[src/rtl/hamming_pkg.sv]
// Shared types and constants for the Hamming (7,4) codec arbiter.
package hamming_pkg;

    localparam logic OP_ENC = 1'b0;
    localparam logic OP_DEC = 1'b1;

    typedef logic [7:1] code7_t;
    typedef logic [4:1] data4_t;
    typedef logic [3:1] synd_t;

    // Codeword bit positions: parity at powers of two, data elsewhere.
    localparam int unsigned P1_POS = 1;
    localparam int unsigned P2_POS = 2;
    localparam int unsigned D1_POS = 3;
    localparam int unsigned P3_POS = 4;
    localparam int unsigned D2_POS = 5;
    localparam int unsigned D3_POS = 6;
    localparam int unsigned D4_POS = 7;

    typedef enum logic {
        ST_IDLE = 1'b0,
        ST_FULL = 1'b1
    } state_t;

endpackage

[src/rtl/hamming74_core.sv]
// Combinational Hamming (7,4) encoder and single-error syndrome/corrector.
module hamming74_core
    import hamming_pkg::*;
(
    input  logic   ptype,
    input  data4_t enc_data,
    input  code7_t dec_code,
    output code7_t enc_code_c,
    output synd_t  synd_c,
    output code7_t corr_code_c,
    output data4_t corr_data_c
);

    // Place data bits and compute the three parity bits.
    always_comb begin
        enc_code_c         = '0;
        enc_code_c[D1_POS] = enc_data[1];
        enc_code_c[D2_POS] = enc_data[2];
        enc_code_c[D3_POS] = enc_data[3];
        enc_code_c[D4_POS] = enc_data[4];
        enc_code_c[P1_POS] = enc_data[1] ^ enc_data[2] ^ enc_data[4] ^ ptype;
        enc_code_c[P2_POS] = enc_data[1] ^ enc_data[3] ^ enc_data[4] ^ ptype;
        enc_code_c[P3_POS] = enc_data[2] ^ enc_data[3] ^ enc_data[4] ^ ptype;
    end

    // Syndrome equals the position of a single flipped bit (0 = clean).
    always_comb begin
        synd_c    = '0;
        synd_c[3] = dec_code[4] ^ dec_code[5] ^ dec_code[6] ^ dec_code[7] ^ ptype;
        synd_c[2] = dec_code[2] ^ dec_code[3] ^ dec_code[6] ^ dec_code[7] ^ ptype;
        synd_c[1] = dec_code[1] ^ dec_code[3] ^ dec_code[5] ^ dec_code[7] ^ ptype;
    end

    // Flip the bit the syndrome points at and extract the data bits.
    always_comb begin
        corr_code_c = dec_code;
        for (int unsigned i = 1; i <= 7; i++) begin
            if (32'(synd_c) == i) begin
                corr_code_c[i] = ~dec_code[i];
            end
        end
        corr_data_c = {corr_code_c[D4_POS], corr_code_c[D3_POS],
                       corr_code_c[D2_POS], corr_code_c[D1_POS]};
    end

endmodule

[src/rtl/hamming_codec_arbiter.sv]
// Round-robin arbiter sharing one Hamming (7,4) engine among NREQ requesters.
// Optional corrected-error counter enabled by defining HAMMING_ERR_CNT_EN.
module hamming_codec_arbiter
    import hamming_pkg::*;
#(
    parameter int unsigned NREQ      = 2,
    parameter int unsigned ERR_CNT_W = 8
) (
    input  logic                     clk,
    input  logic                     rst,
    input  logic [NREQ-1:0]          req_valid,
    output logic [NREQ-1:0]          req_ready,
    input  logic [NREQ-1:0]          req_op,
    input  logic [NREQ-1:0]          req_ptype,
    input  logic [7*NREQ-1:0]        req_word,
    output logic                     rsp_valid,
    input  logic                     rsp_ready,
    output logic [$clog2(NREQ)-1:0]  rsp_id,
    output logic                     rsp_op,
    output logic [6:0]               rsp_code,
    output logic [3:0]               rsp_data,
    output logic [2:0]               rsp_syndrome,
    output logic                     rsp_err,
    output logic [ERR_CNT_W-1:0]     err_count
);

    localparam int unsigned IDW = $clog2(NREQ);

    state_t          state_q, state_d;
    logic [IDW-1:0]  last_q, last_d;
    logic [IDW-1:0]  id_q, id_d;
    logic            op_q, op_d;
    code7_t          code_q, code_d;
    data4_t          data_q, data_d;
    synd_t           syn_q, syn_d;
    logic            err_q, err_d;

    logic            gnt_found_c;
    logic [IDW-1:0]  gnt_idx_c;
    logic            sel_op_c;
    logic            sel_ptype_c;
    logic [6:0]      sel_word_c;
    logic            acc_c;

    code7_t          enc_code_c;
    synd_t           synd_c;
    code7_t          corr_code_c;
    data4_t          corr_data_c;

    // Circular priority search starting just after the last granted index.
    always_comb begin
        gnt_found_c = 1'b0;
        gnt_idx_c   = '0;
        sel_op_c    = 1'b0;
        sel_ptype_c = 1'b0;
        sel_word_c  = '0;
        for (int unsigned i = 0; i < NREQ; i++) begin
            if (!gnt_found_c && req_valid[i] && (i > 32'(last_q))) begin
                gnt_found_c = 1'b1;
                gnt_idx_c   = IDW'(i);
                sel_op_c    = req_op[i];
                sel_ptype_c = req_ptype[i];
                sel_word_c  = req_word[7*i +: 7];
            end
        end
        for (int unsigned i = 0; i < NREQ; i++) begin
            if (!gnt_found_c && req_valid[i] && (i <= 32'(last_q))) begin
                gnt_found_c = 1'b1;
                gnt_idx_c   = IDW'(i);
                sel_op_c    = req_op[i];
                sel_ptype_c = req_ptype[i];
                sel_word_c  = req_word[7*i +: 7];
            end
        end
    end

    // Accept when the output register is free or being drained this cycle.
    assign acc_c = gnt_found_c && ((state_q == ST_IDLE) || rsp_ready) && !rst;

    // One-hot ready to the granted requester only.
    always_comb begin
        req_ready = '0;
        for (int unsigned i = 0; i < NREQ; i++) begin
            if (acc_c && (32'(gnt_idx_c) == i)) begin
                req_ready[i] = 1'b1;
            end
        end
    end

    hamming74_core u_core (
        .ptype       (sel_ptype_c),
        .enc_data    (sel_word_c[3:0]),
        .dec_code    (sel_word_c),
        .enc_code_c  (enc_code_c),
        .synd_c      (synd_c),
        .corr_code_c (corr_code_c),
        .corr_data_c (corr_data_c)
    );

    // Next state and response register load.
    always_comb begin
        state_d = state_q;
        last_d  = last_q;
        id_d    = id_q;
        op_d    = op_q;
        code_d  = code_q;
        data_d  = data_q;
        syn_d   = syn_q;
        err_d   = err_q;
        if (acc_c) begin
            state_d = ST_FULL;
            last_d  = gnt_idx_c;
            id_d    = gnt_idx_c;
            op_d    = sel_op_c;
            if (sel_op_c == OP_DEC) begin
                code_d = corr_code_c;
                data_d = corr_data_c;
                syn_d  = synd_c;
                err_d  = (synd_c != '0);
            end else begin
                code_d = enc_code_c;
                data_d = sel_word_c[3:0];
                syn_d  = '0;
                err_d  = 1'b0;
            end
        end else if (rsp_ready) begin
            state_d = ST_IDLE;
        end
    end

    // State and response registers.
    always_ff @(posedge clk or posedge rst) begin
        if (rst) begin
            state_q <= ST_IDLE;
            last_q  <= IDW'(NREQ - 1);
            id_q    <= '0;
            op_q    <= 1'b0;
            code_q  <= '0;
            data_q  <= '0;
            syn_q   <= '0;
            err_q   <= 1'b0;
        end else begin
            state_q <= state_d;
            last_q  <= last_d;
            id_q    <= id_d;
            op_q    <= op_d;
            code_q  <= code_d;
            data_q  <= data_d;
            syn_q   <= syn_d;
            err_q   <= err_d;
        end
    end

    assign rsp_valid    = (state_q == ST_FULL);
    assign rsp_id       = id_q;
    assign rsp_op       = op_q;
    assign rsp_code     = code_q;
    assign rsp_data     = data_q;
    assign rsp_syndrome = syn_q;
    assign rsp_err      = err_q;

`ifdef HAMMING_ERR_CNT_EN
    logic [ERR_CNT_W-1:0] err_cnt_q, err_cnt_d;

    // Saturating count of accepted decodes with a nonzero syndrome.
    always_comb begin
        err_cnt_d = err_cnt_q;
        if (acc_c && (sel_op_c == OP_DEC) && (synd_c != '0) && (err_cnt_q != '1)) begin
            err_cnt_d = err_cnt_q + ERR_CNT_W'(1);
        end
    end

    // Error counter register.
    always_ff @(posedge clk or posedge rst) begin
        if (rst) begin
            err_cnt_q <= '0;
        end else begin
            err_cnt_q <= err_cnt_d;
        end
    end

    assign err_count = err_cnt_q;
`else
    assign err_count = '0;
`endif

endmodule

[config.mk]
export PLATFORM = sky130hd
export DESIGN_NAME = hamming_codec_arbiter
export DESIGN_NICKNAME = d
export VERILOG_FILES = /design/src/rtl/hamming_pkg.sv /design/src/rtl/hamming74_core.sv /design/src/rtl/hamming_codec_arbiter.sv
export SDC_FILE = /design/constraint.sdc
export NUM_CORES = 1
export LEC_CHECK = 0
export CELL_PAD_IN_SITES_DETAIL_PLACEMENT = 1
export CELL_PAD_IN_SITES_GLOBAL_PLACEMENT = 1
export CORE_MARGIN = 5
export CORE_UTILIZATION = 29
export DETAILED_ROUTE_END_ITERATION = 10
export PLACE_DENSITY = 0.72
export SLEW_MARGIN = 10
export SYNTH_ARGS = -nofsm -noshare
export SYNTH_HDL_FRONTEND = slang
export SYNTH_SLANG_ARGS = --single-unit
[constraint.sdc]
create_clock -name clk -period 2.3 [get_ports clk]
set_input_delay 0.46 -clock clk [delete_from_list [all_inputs] [get_ports clk]]
set_output_delay 0.46 -clock clk [all_outputs]
set_load 0.005 [all_outputs]
==> After elaboration in Yosys (flattened, before gate mapping) <==
Cells that the tools add are included.
W data, S select, Z words.
{ "totals": {"inputBits": 23, "regBits": 19, "out_inout_bits": 28} }
{ "op_classes": {"order_cmp": 2, "reduce_logical": 14, "bitwise_logic": 28, "n_mux": 29, "eq_ne": 7} }
{ "ops": {"columns": ["op", "count"], "rows": [
  ["$mux W7", 4],
  ["$mux W1", 23],
  ["$xor A1 B1 Y1", 19],
  ["$eq A3 B3 Y1 const B", 4],
  ["$not A1 Y1", 9],
  ["$logic_and A1 B1 Y1", 8],
  ["$eq A3 B2 Y1 const B", 2],
  ["$mux W4", 1],
  ["$eq A3 B1 Y1 const B", 1],
  ["$logic_not A1 Y1", 3],
  ["$mux W3", 1],
  ["$reduce_bool A3 Y1", 1],
  ["$reduce_bool A2 Y1", 1],
  ["$gt A1 B1 Y1 const A", 1],
  ["$le A1 B1 Y1 const A", 1],
  ["$logic_or A1 B1 Y1", 1]
]} }

==> Logic depth before layout (Yosys ltp) <==
{ "logic_depth": {"ltp_word": 17, "depth_mapped": 8, "mapped_depth_nobuf": 7} }

==> Hierarchy <==
From an unflattened synthesis, not the netlist that was laid out.
{ "unflattened": {"hier_cells": 274, "hier_area_um2": 2199.6} }
{ "modules_own_cells": {"columns": ["mod", "instances", "cells_per_inst", "area_per_inst_um2", "seq_area_each_um2"], "rows": [
  ["hamming74_core", 1, 179, 1179.9, 0.0],
  ["hamming_codec_arbiter", 1, 95, 1019.7, 476.7]
]} }

==> Least setup slack after synthesis <==
OpenSTA, ideal clock, no wires.
{ "synth_timing": {"path_kind": "input to register", "from": "in req_valid[1]", "to": "reg code_q[1], in the netlist rsp_code[1]", "stages": 8, "setup_slack_ns": 0.026, "arrival_time_ns": 2.145, "path_buffers": 1, "required_ns": 2.171, "setup_ns": 0.129, "cell_sequence": "a21boi_2 buf_6 a32oi_2 xnor2_2 xnor3_2 nor3b_2 xor2_1 o21ai_1"} }
{ "synth_via": {"elab_chain_cells": 16, "elab_cells_between_ends": 38, "classes_between": "eq/ne: 1; mux: 14; bitwise: 15; reduce/logical: 8"} }
{ "synth_rtl": {"columns": ["element", "line", "text"], "rows": [
  ["start: declaration", "hamming_codec_arbiter.sv:11", "input logic [NREQ-1:0] req_valid,"],
  ["$logic_and A1 B1 Y1", "hamming_codec_arbiter.sv:58", "if (!gnt_found_c && req_valid[i] && (i > 32'(last_q))) begin"],
  ["$mux W1", "hamming_codec_arbiter.sv:58", null],
  ["$logic_not A1 Y1", "hamming_codec_arbiter.sv:67", "if (!gnt_found_c && req_valid[i] && (i <= 32'(last_q))) begin"],
  ["$logic_and A1 B1 Y1", "hamming_codec_arbiter.sv:67", null],
  ["$mux W1", "hamming_codec_arbiter.sv:67", null],
  ["$logic_not A1 Y1", "hamming_codec_arbiter.sv:67", null],
  ["$logic_and A1 B1 Y1 (2 in series)", "hamming_codec_arbiter.sv:67", null],
  ["$mux W7", "hamming_codec_arbiter.sv:67", null],
  ["$xor A1 B1 Y1, on equally long branches", null, null],
  ["$xor A1 B1 Y1, on equally long branches (3 in series)", "hamming74_core.sv:31, hamming74_core.sv:29, hamming74_core.sv:30", null],
  ["$eq A3 B2 Y1", "hamming74_core.sv:38", "if (32'(synd_c) == i) begin"],
  ["$mux W1", "hamming74_core.sv:38", null],
  ["$mux W7", "hamming_codec_arbiter.sv:115", "if (sel_op_c == OP_DEC) begin"],
  ["end signal: assignment", "hamming_codec_arbiter.sv:147", "code_q <= code_d;"],
  ["end: declaration", "hamming_codec_arbiter.sv:33", "code7_t code_q, code_d;"]
]} }
Parallel ways exist; a longest one is shown, timed or not.
A chain may end at the register's enable or synchronous reset.

==> Final worst setup path <==
{ "layout_timing": {"from": "reg last_q", "to": "reg code_q[1], in the netlist rsp_code[1]"} }
{ "layout_via": {"elab_chain_cells": 17, "elab_cells_between_ends": 40, "classes_between": "order compare: 2; eq/ne: 1; mux: 14; bitwise: 15; reduce/logical: 8"} }
{ "layout_rtl": {"columns": ["element", "line", "text"], "rows": [
  ["start: declaration", "hamming_codec_arbiter.sv:30", "logic [IDW-1:0] last_q, last_d;"],
  ["start signal: assignment", "hamming_codec_arbiter.sv:135", "last_q <= IDW'(NREQ - 1);"],
  ["start signal: assignment", "hamming_codec_arbiter.sv:144", "last_q <= last_d;"],
  ["$gt A1 B1 Y1", "hamming_codec_arbiter.sv:58", null],
  ["$logic_and A1 B1 Y1", "hamming_codec_arbiter.sv:58", null],
  ["$mux W1", "hamming_codec_arbiter.sv:58", null],
  ["$logic_not A1 Y1", "hamming_codec_arbiter.sv:67", null],
  ["$logic_and A1 B1 Y1", "hamming_codec_arbiter.sv:67", null],
  ["$mux W1", "hamming_codec_arbiter.sv:67", null],
  ["$logic_not A1 Y1", "hamming_codec_arbiter.sv:67", null],
  ["$logic_and A1 B1 Y1 (2 in series)", "hamming_codec_arbiter.sv:67", null],
  ["$mux W7", "hamming_codec_arbiter.sv:67", null],
  ["$xor A1 B1 Y1, on equally long branches", null, null],
  ["$xor A1 B1 Y1, on equally long branches (3 in series)", "hamming74_core.sv:31, hamming74_core.sv:29, hamming74_core.sv:30", null],
  ["$eq A3 B2 Y1", "hamming74_core.sv:38", null],
  ["$mux W1", "hamming74_core.sv:38", null],
  ["$mux W7", "hamming_codec_arbiter.sv:115", null]
]} }
Parallel ways exist; a longest one is shown, timed or not.

==> results <==
==> cells in the final DEF, fill, tap and decap left out, drive strengths merged, types with 2 or more instances in the layout <==
cell type	count
a32oi	8
a21boi	2
xor2	7
buf	37
dlygate4sd2	4
conb	8
xnor3	3
a22oi	3
clkbuf	3
o21ai	8
xnor2	10
a22o	2
nor2	4
dfrtp	14
nor3	7
nor2b	3
a21o	2
nand2b	4
and3b	2
nand2	6
clkdlybuf4s50	38
a21oi	4
==> sequential cells by signal, summed over array words and instances, names as in the netlist <==
signal and flops:
rsp_valid 1, rsp_id 1, rsp_syndrome 3, rsp_op 1, last_q 1, rsp_code 7
rsp_err 1
==> metrics by stage <==
step | hold WS, ns | instances | setup slack (ns) | area [µm²]
detailed placement | 0.486 | 227 | -0.643 | 1820
global route | 0.520 | 243 | -0.237 | 2080
floorplan | 0.366 | 126 | 0.0257 | 1280
CTS | 0.501 | 241 | -0.172 | 2010
global placement | 0.459 | 227 | -0.565 | 1820
finish | 0.491 | 243 | -0.146 | 2080
==> tightest hold or removal path, stage by stage (launching register included) <==
cell,delay (ns)
dfrtp_1,0.35
nand2_1,0.05
nand2_1,0.06
==> path summary, 6_finish.rpt <==
| check | end | slack, ns | cells past startpoint |
|---|---|---|---|
| worst max-delay path | rsp_code[1] | -0.15 | 10 |
| worst min-delay path | rsp_op | 0.49 | 2 |
| worst max register to register | rsp_code[1] | -0.15 | 10 |
| worst min register to register | rsp_op | 0.49 | 2 |
| max in group asynchronous | last_q | 1.46 | 3 |
| min in group asynchronous | rsp_code[1] | 0.58 | 3 |
==> layer usage <==
| layer | up-vias | track usage | share of wire | wire length [µm] |
|---|---|---|---|---|
| li1 | 552 | - | - | - |
| met1 | 569 | 0.164 | 0.39 | 1580 |
| met2 | 30 | 0.276 | 0.55 | 2230 |
| met3 | 5 | 0.0211 | 0.049 | 200 |
| met4 | 0 | 0.0350 | 0.011 | 44 |
| met5 | - | 0 | 0 | 0 |
==> power groups by stage <==
stage | Clock [W] | Sequential, W | Combinational, W
5_1_grt | 0.000239 | 0.000388 | 0.00106
4_1_cts | 0.000224 | 0.000381 | 0.000939
3_5_place_dp | 0 | 0.000386 | 0.000854
6_report | 0.000223 | 0.000379 | 0.000985
2_1_floorplan | 0 | 0.000385 | 0.000475
3_3_place_gp | 0 | 0.000381 | 0.000824
==> final cells by class <==
cell class | count | area share
clock inverter | 1 | 0.00240
tap | 52 | 0.0312
timing repair buffer | 79 | 0.349
multi-input combinational | 92 | 0.415
inverter | 1 | 0.00180
sequential | 15 | 0.181
clock buffer | 3 | 0.0198
==> logic make-up after synthesis <==
| family | after synthesis | synth area share |
|---|---|---|
| buffers and inverters | 19 | 0.106 |
| XOR/XNOR | 21 | 0.207 |
| other | 1 | 0.00299 |
| AND/OR/NAND/NOR | 31 | 0.143 |
| AO/OA/AOI/OAI | 32 | 0.242 |
| flip-flops | 15 | 0.300 |
==> repair_timing <==
| item | in CTS | in global routing |
|---|---|---|
| hold buffers | 0 | 0 |
| buffers inserted | 10 | 4 |
| gates resized for setup | 20 | 7 |
| pin swaps | 13 | 15 |
| endpoints found under the setup margin | 13 | 11 |
| endpoints found under the hold margin | 0 | 0 |
==> impl_metrics.tcl <==
set metrics [dict create \
    hp-class "reg2reg" \
    ctsLongestPathBuffers 2 \
    initial_core_util 0.294 \
    totalPowerFinal_w 0.00159 \
    h-tree-depth 1 \
    path_buf_inv 3 \
    cp-startpoint "last_q" \
    power_density_nw_per_um2 761 \
    yosysSeqAreaShare 0.300 \
    ys_ff_latch 15 \
    setup_violations 8 \
    path_clk_slew_ns 0.07 \
    layout.nets 215 \
    viasPerCell 4.76 \
    drt-total-wl_mm 4.06 \
    synthArstFlopShare 1.00 \
    drc_errors 0 \
    synth_warnings 0 \
    yosysMostFrequentCell "dfrtp_1" \
    synth-main-ff-cell "dfrtp_1" \
    antenna_cells 0 \
    port-buffer-count 42 \
    clock_skew_ns 0.00792 \
    synth_top_area_share 0.279 \
    antenna_found_initial 0 \
    clockPowerShare 0.140 \
    setup_ws_ns -0.146 \
    timing.final.crit_share 1.06 \
    multi_input_area_um2 865 \
    synthTopCellsByCount "dfrtp_1, buf_4, xnor2_1, o21ai_1, xor2_1" \
    synth.avg_cell_area_um2 10.5 \
    violations "negative setup slack" \
    switching_share 0.356 \
    fmax_mhz 409 \
    regArea_um2 377 \
    clkSinkCount 15 \
    ys_types 42 \
    drt_iter0_markers 61 \
    crit_slowest_cell "xnor3_2" \
    rows 24 \
    dp_hpwl_mm 3.05 \
    status "finished, violations left" \
    p_comb_frac 0.621 \
    timing.rr.start "last_q" \
    worst_setup_path_start_kind "flop" \
    grt_max_degree 22 \
    first_global_vias 1301 \
    end_kind "flop" \
    p_sw_w 0.000565 \
    dieArea_um2 5740 \
    place_congestion 0.826 \
    synth_cells 119 \
    die_x_um 75.8 \
    seq_power_share 0.239 \
    min_from "rsp_op" \
    fin_crit_ns 2.45 \
    utilization 0.489 \
    crit_path_cell_trace "buf_6 > a21boi_4 > buf_12 > a32oi_4 > buf_6 > xnor2_2 > xnor3_2 > nor3b_4 > xor2_1 > o21ai_1" \
    ir_drop_mv 0.309 \
    io_pins 51 \
    rsz0062_at_grt "true" \
    crit_family "XOR/XNOR gates" \
    yosysTopAreaCell "dfrtp_1" \
    clk_latency_ns 0.25 \
    cp_common_cell "buf_6" \
    required_ns 2.43 \
    cts-root-buf "clkbuf_8" \
    synthToLayoutAreaGrowth_pct 66.3 \
    grt_pass1_wl_mm 6.31 \
    cts_made_buffers 3 \
    p_int_w 0.00102 \
    drv_cap 0 \
    netlist_area_um2 1250 \
    wl_per_cell_um 16.7 \
    cp.arrival_ns 2.58 \
    cp_max_fo 7 \
    die_h_um 75.8 \
    grt-ovfl-total 0 \
    max_stage_delay_ns 0.54 \
    slew_violations 0 \
    synth_area_leaders "dfrtp_1, buf_4, xnor2_1, a32oi_2, xor2_1" \
    postRouteAntennaNets 0 \
    grt_util_all_layers 0.144 \
    nFillCells 495 \
    vias 1156 \
    cts_tree "built" \
    worst-setup-path-type "reg2reg" \
    synth-edff-count 0 \
    firstDrtPassIters 4 \
    tns_ns -0.809 \
    drive_above_1_share 0.366 \
    leakagePower_nw 0.920 \
    hold_violations 0 \
    coreArea_um2 4260 \
]
(Power assumes the default switching activity.)
==> RTL edit: new RTL, same flow settings <==
The option `HAMMING_ERR_CNT_EN` is turned on by a define.
--- a/src/rtl/hamming_codec_arbiter.sv
+++ b/src/rtl/hamming_codec_arbiter.sv
@@ -2,2 +2,4 @@
 // Optional corrected-error counter enabled by defining HAMMING_ERR_CNT_EN.
+`define HAMMING_ERR_CNT_EN
+
 module hamming_codec_arbiter
Behaviour: not the same (a bounded check fails within 4 cycles, from zero or initial values and one cycle with rst high).
==> RTL edit against the original RTL <==
- synthesized area up 27%
- non-clock buffer count up 15
- design area increased by 28%
- the flow still finishes with violations (negative setup slack)
- critical endpoint is now rsp_code[3]$_DFFE_PP0P_
- clock power increased by 17%
- critical path depth down 1
- setup slack worse by 0.21 ns
- power grew 32%
- wire length grew 21%
- clock skew fell by 0.00073 ns
- combinational power increased by 24%
- sequential cell count grew 8
- via count grew 24%
- die area grew 23%
==> RTL edit: results (changes against the original RTL) <==
* Status: finished, violations left
* Failing checks: negative setup slack
* Leakage power at 1.16 nW (+26%)
* Post-layout net count at 250 (+16%)
* Sequential share of power at 29.1% (+5.2 points)
* Max reg flops at 8 (+1)
* # H-tree levels at 1 (unchanged)
* Internal Power at 1.39 mW (+36%)
* PortBufs at 50 (+19%)
* DR vias/cell at 4.82 (+1.4%)
* CP Data Arrival Time at 2.82 ns (+0.24 ns)
* Fin Setup TNS at -4.12 ns (-3.31 ns)
* Final worst slack at -0.353 ns (-0.207 ns)
* DRT iter0 DRCs at 30 (-51%)
* Met3 Track Usage GR at 2.17% (+0.061 points)
* Area contributors post-synth: dfrtp_1 35%, xnor2_1 7.7%, a32oi_2 4.1%, a32oi_4 3.5%, xnor2_4 3.5%
* Worst hold stages at 1 (-1)
* WL met2 at 2270 um (+1.5%)
* Synth unique cells at 41 (-2.4%)
* HPWL Detailed at 3650 um (+20%)
* Placed cell areas at 2420 um^2 (+33%)
* Comb pwr at 1.22 mW (+24%)
* Vias in the first global route at 1634 (+26%)
* Gpl congestion at 0.811 (-1.8%)
* Clock slew seen by the registers of the worst setup and hold paths at 0.09 ns (+0.02 ns)
* Power Dens Cells at 781 nW/um^2 (+2.7%)
* Share of cells above drive strength 1 at 34.7% (-2.0 points)
* Worst R2R End: rsp_code[3]$_DFFE_PP0P_
* Final setup vio count at 18 (+10)
* GR Util met1 at 19.7% (+3.3 points)
* Post-synth top cells: 22 x dfrtp_1, 14 x xnor2_1, 7 x nand2_1, 7 x nor3_1, 6 x nand3_1
* Maximum VDD drop at 0.000437 V (+41%)
* Clk_skew at 0.00718 ns (-0.000732 ns)
* Critical Path Max Stage Delay at 0.44 ns (-0.10 ns)
* GR Util All Layers at 14.6% (+0.22 points)
* Final std cells w/o fill at 297 (+22%)
* Crit Path Category: flop to flop
* Crit Path Max Fanout at 5 (-2)
* Hold WS at 0.482 ns (-0.00871 ns)
* Avg Synthesized Cell Area at 11.4 um^2 (+8.3%)
* Routed length per instance at 16.5 um (-1.2%)
* Met1 wire length at 2430 um (+53%)
* First-pass GRT wire length at 8490 um (+34%)
* Largest net degree at the start of global routing at 24 (+9.1%)
* R2R depth at 9 (-1)
* Met2 usage at 24.7% (-2.8 points)
* Seq/Total Area, Yosys at 36.4% (+6.3 points)
* Hold Path End: rsp_op$_DFFE_PP0P_
* Clk_lat worst skew at 0.27 ns (+0.02 ns)
* Placed cells at 285 (+26%)
* Met3 wire len at 143 um (-28%)
-- RTL edit: cells by family after synthesis --
kind of cell / after synthesis / synth area share [%]
buffers and inverters: 14 / 5.60
AND/OR/NAND/NOR: 46 / 16.3
XOR/XNOR: 23 / 18.8
flip-flops: 23 / 36.4
adder cells (fa/ha/maj): 1 / 0.789
multiplexers: 4 / 2.84
AO/OA/AOI/OAI: 28 / 19.3
-- RTL edit: final cells by class --
cell class | instances | area (um^2)
Clock buffer | 3 | 41.3
Clock inverter | 1 | 5.00
Fill cell | 595 | 2730
Inverter | 2 | 11.3
Multi-Input combinational cell | 102 | 1040
Sequential cell | 23 | 577
Tap cell | 72 | 90.1
Timing Repair Buffer | 94 | 905
-- RTL edit: timing repair --
| item | 4_1_cts | 5_1_grt |
|---|---|---|
| setup endpoints to repair | 21 | 20 |
| resized for setup | 19 | 10 |
| pin swaps | 16 | 9 |
| cloned | 1 | 0 |
| setup buffers | 9 | 0 |
